### src/rtl/dsd_pkg.sv
// rtl/dsd_pkg.sv - shared FSM state encodings and counter width for the decoder slice
package dsd_pkg;

  localparam int CNT_W = 8;

  typedef enum logic [1:0] {
    IDLE = 2'd0,
    HOLD = 2'd1,
    GAP  = 2'd2
  } state_t;

endpackage

### src/rtl/dwell_counter.sv
// rtl/dwell_counter.sv - loadable down-counter shared by the HOLD and GAP dwell phases
module dwell_counter
  import dsd_pkg::*;
(
  input  logic             clk,
  input  logic             rst_n,
  input  logic             load,
  input  logic [CNT_W-1:0] load_val,
  input  logic             dec,
  output logic             zero
);

  logic [CNT_W-1:0] cnt;

  always_ff @(posedge clk or negedge rst_n) begin
    if (!rst_n) begin
      cnt <= '0;
    end else if (load) begin
      cnt <= load_val;
    end else if (dec && (cnt != '0)) begin
      cnt <= cnt - 1'b1;
    end
  end

  assign zero = (cnt == '0);

endmodule

### src/rtl/onehot_decoder.sv
// rtl/onehot_decoder.sv - registered one-hot decoder holding each word for a fixed dwell, then a gap
module onehot_decoder
  import dsd_pkg::*;
#(
  parameter int CODE_W      = 2,
  parameter int HOLD_CYCLES = 4,
  parameter int GAP_CYCLES  = 1
) (
  input  logic                 clk,
  input  logic                 rst_n,
  input  logic                 in_valid,
  output logic                 in_ready,
  input  logic [CODE_W-1:0]    in_code,
  input  logic                 in_none,
  output logic [2**CODE_W-1:0] out_onehot,
  output logic                 out_valid,
  output logic [7:0]           xfer_count
);

  localparam int OUT_W = 2**CODE_W;
  localparam logic [CNT_W-1:0] HOLD_LOAD = CNT_W'(HOLD_CYCLES - 1);
  localparam logic [CNT_W-1:0] GAP_LOAD  = CNT_W'((GAP_CYCLES > 0) ? GAP_CYCLES - 1 : 0);

  state_t           state, state_nxt;
  logic             cnt_load, cnt_dec, cnt_zero;
  logic [CNT_W-1:0] cnt_val;
  logic             xfer, leave_hold;

  // Held low through reset so the source never sees a spurious accept.
  assign in_ready = rst_n && (state == IDLE);
  assign xfer     = (state == IDLE) && in_valid;

  dwell_counter u_dwell (
    .clk      (clk),
    .rst_n    (rst_n),
    .load     (cnt_load),
    .load_val (cnt_val),
    .dec      (cnt_dec),
    .zero     (cnt_zero)
  );

  always_ff @(posedge clk or negedge rst_n) begin
    if (!rst_n) begin
      state <= IDLE;
    end else begin
      state <= state_nxt;
    end
  end

  always_comb begin
    state_nxt  = state;
    cnt_load   = 1'b0;
    cnt_val    = '0;
    cnt_dec    = 1'b0;
    leave_hold = 1'b0;
    case (state)
      IDLE: begin
        if (in_valid) begin
          state_nxt = HOLD;
          cnt_load  = 1'b1;
          cnt_val   = HOLD_LOAD;
        end
      end
      HOLD: begin
        if (cnt_zero) begin
          leave_hold = 1'b1;
          if (GAP_CYCLES > 0) begin
            state_nxt = GAP;
            cnt_load  = 1'b1;
            cnt_val   = GAP_LOAD;
          end else begin
            state_nxt = IDLE;
          end
        end else begin
          cnt_dec = 1'b1;
        end
      end
      GAP: begin
        if (cnt_zero) begin
          state_nxt = IDLE;
        end else begin
          cnt_dec = 1'b1;
        end
      end
      default: state_nxt = IDLE;
    endcase
  end

  always_ff @(posedge clk or negedge rst_n) begin
    if (!rst_n) begin
      out_onehot <= '0;
      out_valid  <= 1'b0;
      xfer_count <= '0;
    end else if (xfer) begin
      out_onehot <= in_none ? '0 : (OUT_W'(1) << in_code);
      out_valid  <= 1'b1;
      xfer_count <= xfer_count + 8'd1;
    end else if (leave_hold) begin
      out_onehot <= '0;
      out_valid  <= 1'b0;
    end
  end

endmodule
### config.mk
export PLATFORM = sky130hd
export DESIGN_NAME = onehot_decoder
export DESIGN_NICKNAME = d
export VERILOG_FILES = /design/src/rtl/dsd_pkg.sv /design/src/rtl/dwell_counter.sv /design/src/rtl/onehot_decoder.sv
export SDC_FILE = /design/constraint.sdc
export NUM_CORES = 1
export LEC_CHECK = 0
export CORE_ASPECT_RATIO = 0.8
export CORE_MARGIN = 2
export CORE_UTILIZATION = 38
export DETAILED_ROUTE_END_ITERATION = 8
export PLACE_DENSITY_LB_ADDON = 0.3
export SYNTH_ARGS = -nofsm -noshare
export SYNTH_HDL_FRONTEND = slang
export SYNTH_HIERARCHICAL = 1
export SYNTH_SLANG_ARGS = --single-unit
### constraint.sdc
create_clock -name clk -period 3.85 [get_ports clk]
set_input_delay 0.77 -clock clk [delete_from_list [all_inputs] [get_ports clk]]
set_output_delay 0.77 -clock clk [all_outputs]
set_load 0.02 [all_outputs]
# [After elaboration in Yosys (flattened, before gate mapping)]
# Cells that the tools add are included.
[classes] n_shift=1 n_eq_ne=5 addsub=2 n_reduce_logical=10 mux=19
[ops] op="$mux W8" count=2
[ops] op="$mux W4" count=3
[ops] op="$mux W2" count=5
[ops] op="$add A8 B1 Y8 const B" count=1
[ops] op="$logic_not A8 Y1" count=1
[ops] op="$reduce_bool A8 Y1" count=1
[ops] op="$sub A8 B1 Y8 const B" count=1
[ops] op="$mux W1" count=7
[ops] op="$ne A2 B2 Y1 const B" count=3
[ops] op="$pmux W2 S3" count=1
[ops] op="$reduce_bool A2 Y1" count=2
[ops] op="$shl A1 B2 Y4 const A" count=1
[ops] op="$logic_and A1 B1 Y1" count=3
[ops] op="$reduce_and A3 Y1" count=1
[ops] op="$eq A2 B1 Y1 const B" count=1
[ops] op="$eq A2 B2 Y1 const B" count=1
[ops] op="$logic_not A2 Y1" count=1
[ops] op="$pmux W1 S2" count=1
[ops] op="$reduce_or A2 Y1" count=1
[totals] inputBits=6 output_inout_bits=14 regBits=23

# [Longest topological paths before layout]
[logic_depth] ltp_word=6 ltp_mapped=10 mapped_depth_nobuf=9

# [Hierarchy]
# Netlist, hierarchy kept.
[modules_own_cells] module="onehot_decoder" instances=1 cells_per_inst=63 area_per_inst_um2=730.7 seq_area_each_um2=375.4
[modules_own_cells] module="dwell_counter" instances=1 cells_per_inst=58 area_per_inst_um2=528.0 seq_area_each_um2=200.2

# [Worst setup path after synthesis]
# OpenSTA, ideal clock, no wires.
[synth_path] kind="flip-flop to flip-flop" start="register u_dwell.cnt[0]" end="register u_dwell.cnt[7]" synth_period_minus_slack_ns=2.350 arrival_ns=2.224 path_stages_with_launch=10 required_time_ns=3.724 path_slack_ns=1.500 setup_ns=0.126 cell_sequence="dfrtp_1 -> inv_1 -> ha_1 -> or3b_2 -> nor2_1 -> a21oi_2 -> inv_1 -> clkinv_1 -> o311a_1 -> a221o_1"
[synth_rtl] item="from (decl)" line="dwell_counter.sv:13" source="logic [CNT_W-1:0] cnt;"
[synth_rtl] item="from (signal assigned)" line="dwell_counter.sv:19" source="cnt <= load_val;"
[synth_rtl] item="from (signal assigned)" line="dwell_counter.sv:21" source="cnt <= cnt - 1'b1;"
[synth_rtl] item="$logic_not A8 Y1 *" line="dwell_counter.sv:25" source="assign zero = (cnt == '0);"
[synth_rtl] item="named net cnt_zero" line="onehot_decoder.sv:25" source="logic cnt_load, cnt_dec, cnt_zero;"
[synth_rtl] item="$mux W1 *" line="onehot_decoder.sv:65" source="if (cnt_zero) begin"
[synth_rtl] item="$pmux W1 S2 *" line="onehot_decoder.sv:56" source="case (state)"
[synth_rtl] item="named net cnt_load" line="onehot_decoder.sv:25"
[synth_rtl] item="$mux W8 / $reduce_bool A2 Y1 (equally long branches)"
# Mark *: on every way through the listed nets, which the timed path passes. The rest lies on a longest branch. The select of a mux whose other input is x is not followed.
# A chain may end at the register's enable or synchronous reset.

# [Worst setup path in the final report]
# Ends and elaborated chain as after synthesis.

==> metrics.cfg <==
[synthesis]
netlist_area_sq_um=1259
synth_warnings=6
synth_area_leaders=dfrtp_1 (46%), ha_1 (8.0%), xnor2_1 (4.9%)
ys_seq_elements=23
synth_top_area_frac=0.4573
syn-instance-count=121
synth_edf_count=0
synth_common_cells=dfrtp_1 (23), nand2_1 (10), ha_1 (8)
synthFlopType=dfrtp_1
synth_cell_type_count=42
async_flop_share=1.000
synth_most_common_cell=dfrtp_1
syn_area_per_cell_sq_um=10.40
synth_seq_area_share=0.4573
synth_top_area_cell=dfrtp_1

[sta]
rsz0062_at_grt=no
hold_viol=0
final-setup-viol-count=0
drv_slew=0
fmax_mhz=331.2
min_period_ns=3.019
finalCritPeriodShare=0.7842
fin_ws_ns=0.8307
finalSetupTns_ns=0
worst_pin_slew_ns=0.6504
clock_skew_ns=0.001962
max_slew_margin=0.5624

[detailed_routing]
wirelength_mm=2.507
wire_per_inst_um=13.34
drtIter0Drc=37
drt_first_pass_iters=4
drt.antenna.violating_nets=0
vias=986
drc=0
vias_per_cell=5.245

[finish]
drive_gt1_frac=0.07432
syn2layout_area_growth_pct=24.16
antenna_cells=0
multi_input_area_sq_um=651.9
nFillCells=292
final_nets=163
regArea_sq_um=575.6

[floorplanning]
dieArea_sq_um=3791
rows=18
die_w_um=68.35
dieHeight_um=55.48
core_sq_um=3131
pin_count=20
start_util=0.4021

[critical_path]
path_class=flop to flop
critPathLaunchType=flop
arrival_ns=3.17
critPathCaptureType=flop
required_ns=4.00
path_max_fanout=14

[clock_network]
clock_latency_ns=0.26
clock-sinks=23
cts.clk_slew.worst_paths_ns=0.08
tritoncts=built
clockBufferDepth=2
root_buffer=clkbuf_8
holdBufCountCts=0
cts_resized=0
htreeDepth=1
cts_inserted_buffers=3
cts_setup_buffers=0

[job]
maxCapViolations=0

[power_and_ir_drop]
pwr-share-seq=0.367
power_leakage_nw=0.6779
p_int_mw=0.6793
netSwitchingFraction=0.4229
power.density_nw_per_um2=753.2
power_frac_clock=0.126
peakVddDrop_mv=0.3970
power.switching_mw=0.4978
p_comb_frac=0.507

[global_route]
grt_pass1_vias=950
grt_overflow=0
antenna_found_initial=0
grt_pass1_wl_mm=4.381
grt_usage=0.1504
grt_max_degree=24

[placed_design]
place_ws_ns=0.9060
gp_congestion=0.7856
port_buffers=19
hpwl_mm=1.910

[worst_hold_path]
hold_path_class=flop to flop

[outcome]
status=finished, final reports clean

-- area by class of cell --
cell class,count,area share
tap,40,0.03203
inverter,9,0.02642
clock inverter,1,0.003203
multi-input combinational,92,0.4171
timing repair buffer,20,0.1265
clock buffer,3,0.02642
sequential,23,0.3683
-- logic make-up after synthesis --
group	synth area share
AO/OA/AOI/OAI	0.1561
AND/OR/NAND/NOR	0.1978
multiplexers	0.01789
other	0.002979
adder cells (fa/ha/maj)	0.07953
buffers and inverters	0.03976
XOR/XNOR	0.04871
flip-flops	0.4573
-- final timing paths --
check / startpoint / to / slack [ns] / cells past startpoint
max in group asynchronous: rst_n / u_dwell/cnt[5] / 2.66 / 2
min: xfer_count[7] / xfer_count[7] / 0.47 / 1
max: u_dwell/cnt[0] / u_dwell/cnt[7] / 0.83 / 9
max reg2reg: u_dwell/cnt[0] / u_dwell/cnt[7] / 0.83 / 9
min in group asynchronous: rst_n / u_dwell/cnt[1] / 0.97 / 2
min reg2reg: xfer_count[7] / xfer_count[7] / 0.47 / 1
-- power groups by stage --
stage / sequential, mW / combinational, mW / clock (mW)
floorplan: 0.466 / 0.372 / 0
global placement: 0.433 / 0.582 / 0
detailed placement: 0.435 / 0.600 / 0
CTS: 0.431 / 0.601 / 0.155
global route: 0.446 / 0.667 / 0.168
finish: 0.432 / 0.597 / 0.148
-- stage by stage --
stage | utilization | instance area, sq um | power, mW | instances | hold WS (ns)
2_1_floorplan | - | 1277 | 0.8372 | 126 | 0.4744
3_3_place_gp | 0.4844 | 1516 | 1.015 | 184 | 0.4630
3_5_place_dp | 0.4844 | 1516 | 1.035 | 184 | 0.4637
4_1_cts | 0.4992 | 1563 | 1.187 | 188 | 0.4795
5_1_grt | 0.4992 | 1563 | 1.281 | 188 | 0.5150
6_report | 0.4992 | 1563 | 1.177 | 188 | 0.4729
-- cell usage in the layout (no fill, tap or decap), drive strengths merged, types with 3 or more instances in the layout --
master         count
dfrtp             23
clkdlybuf4s50     19
a21oi              4
nor3               4
ha                 8
or4                3
clkbuf             3
conb               6
inv                8
nand4              6
nor2               7
nor3b              3
nand2             11
xnor2              7
-- worst max-delay path, stage by stage, from the launching register on --
cell and delay (ns):
dfrtp_1 0.41, inv_1 0.12, ha_1 0.21, or3b_2 0.49, nor2_1 0.35, a21oi_2 0.15, inv_1 0.33, clkinv_1 0.36
o311a_1 0.22, a221o_1 0.26
-- sequential cells by signal, indices dropped and copies added, names as in the netlist --
| name | flops |
|---|---|
| state | 2 |
| out_onehot | 4 |
| u_dwell/cnt | 8 |
| xfer_count | 8 |
| out_valid | 1 |
-- per-layer routing --
metal | up-vias | share of wire | GRT usage
met5 | - | 0 | 0
met4 | 0 | 0 | 0.02571
met3 | 0 | 0.046 | 0.04888
met2 | 22 | 0.46 | 0.2344
met1 | 473 | 0.50 | 0.2060
li1 | 491 | - | -
(Power assumes the default switching activity.)
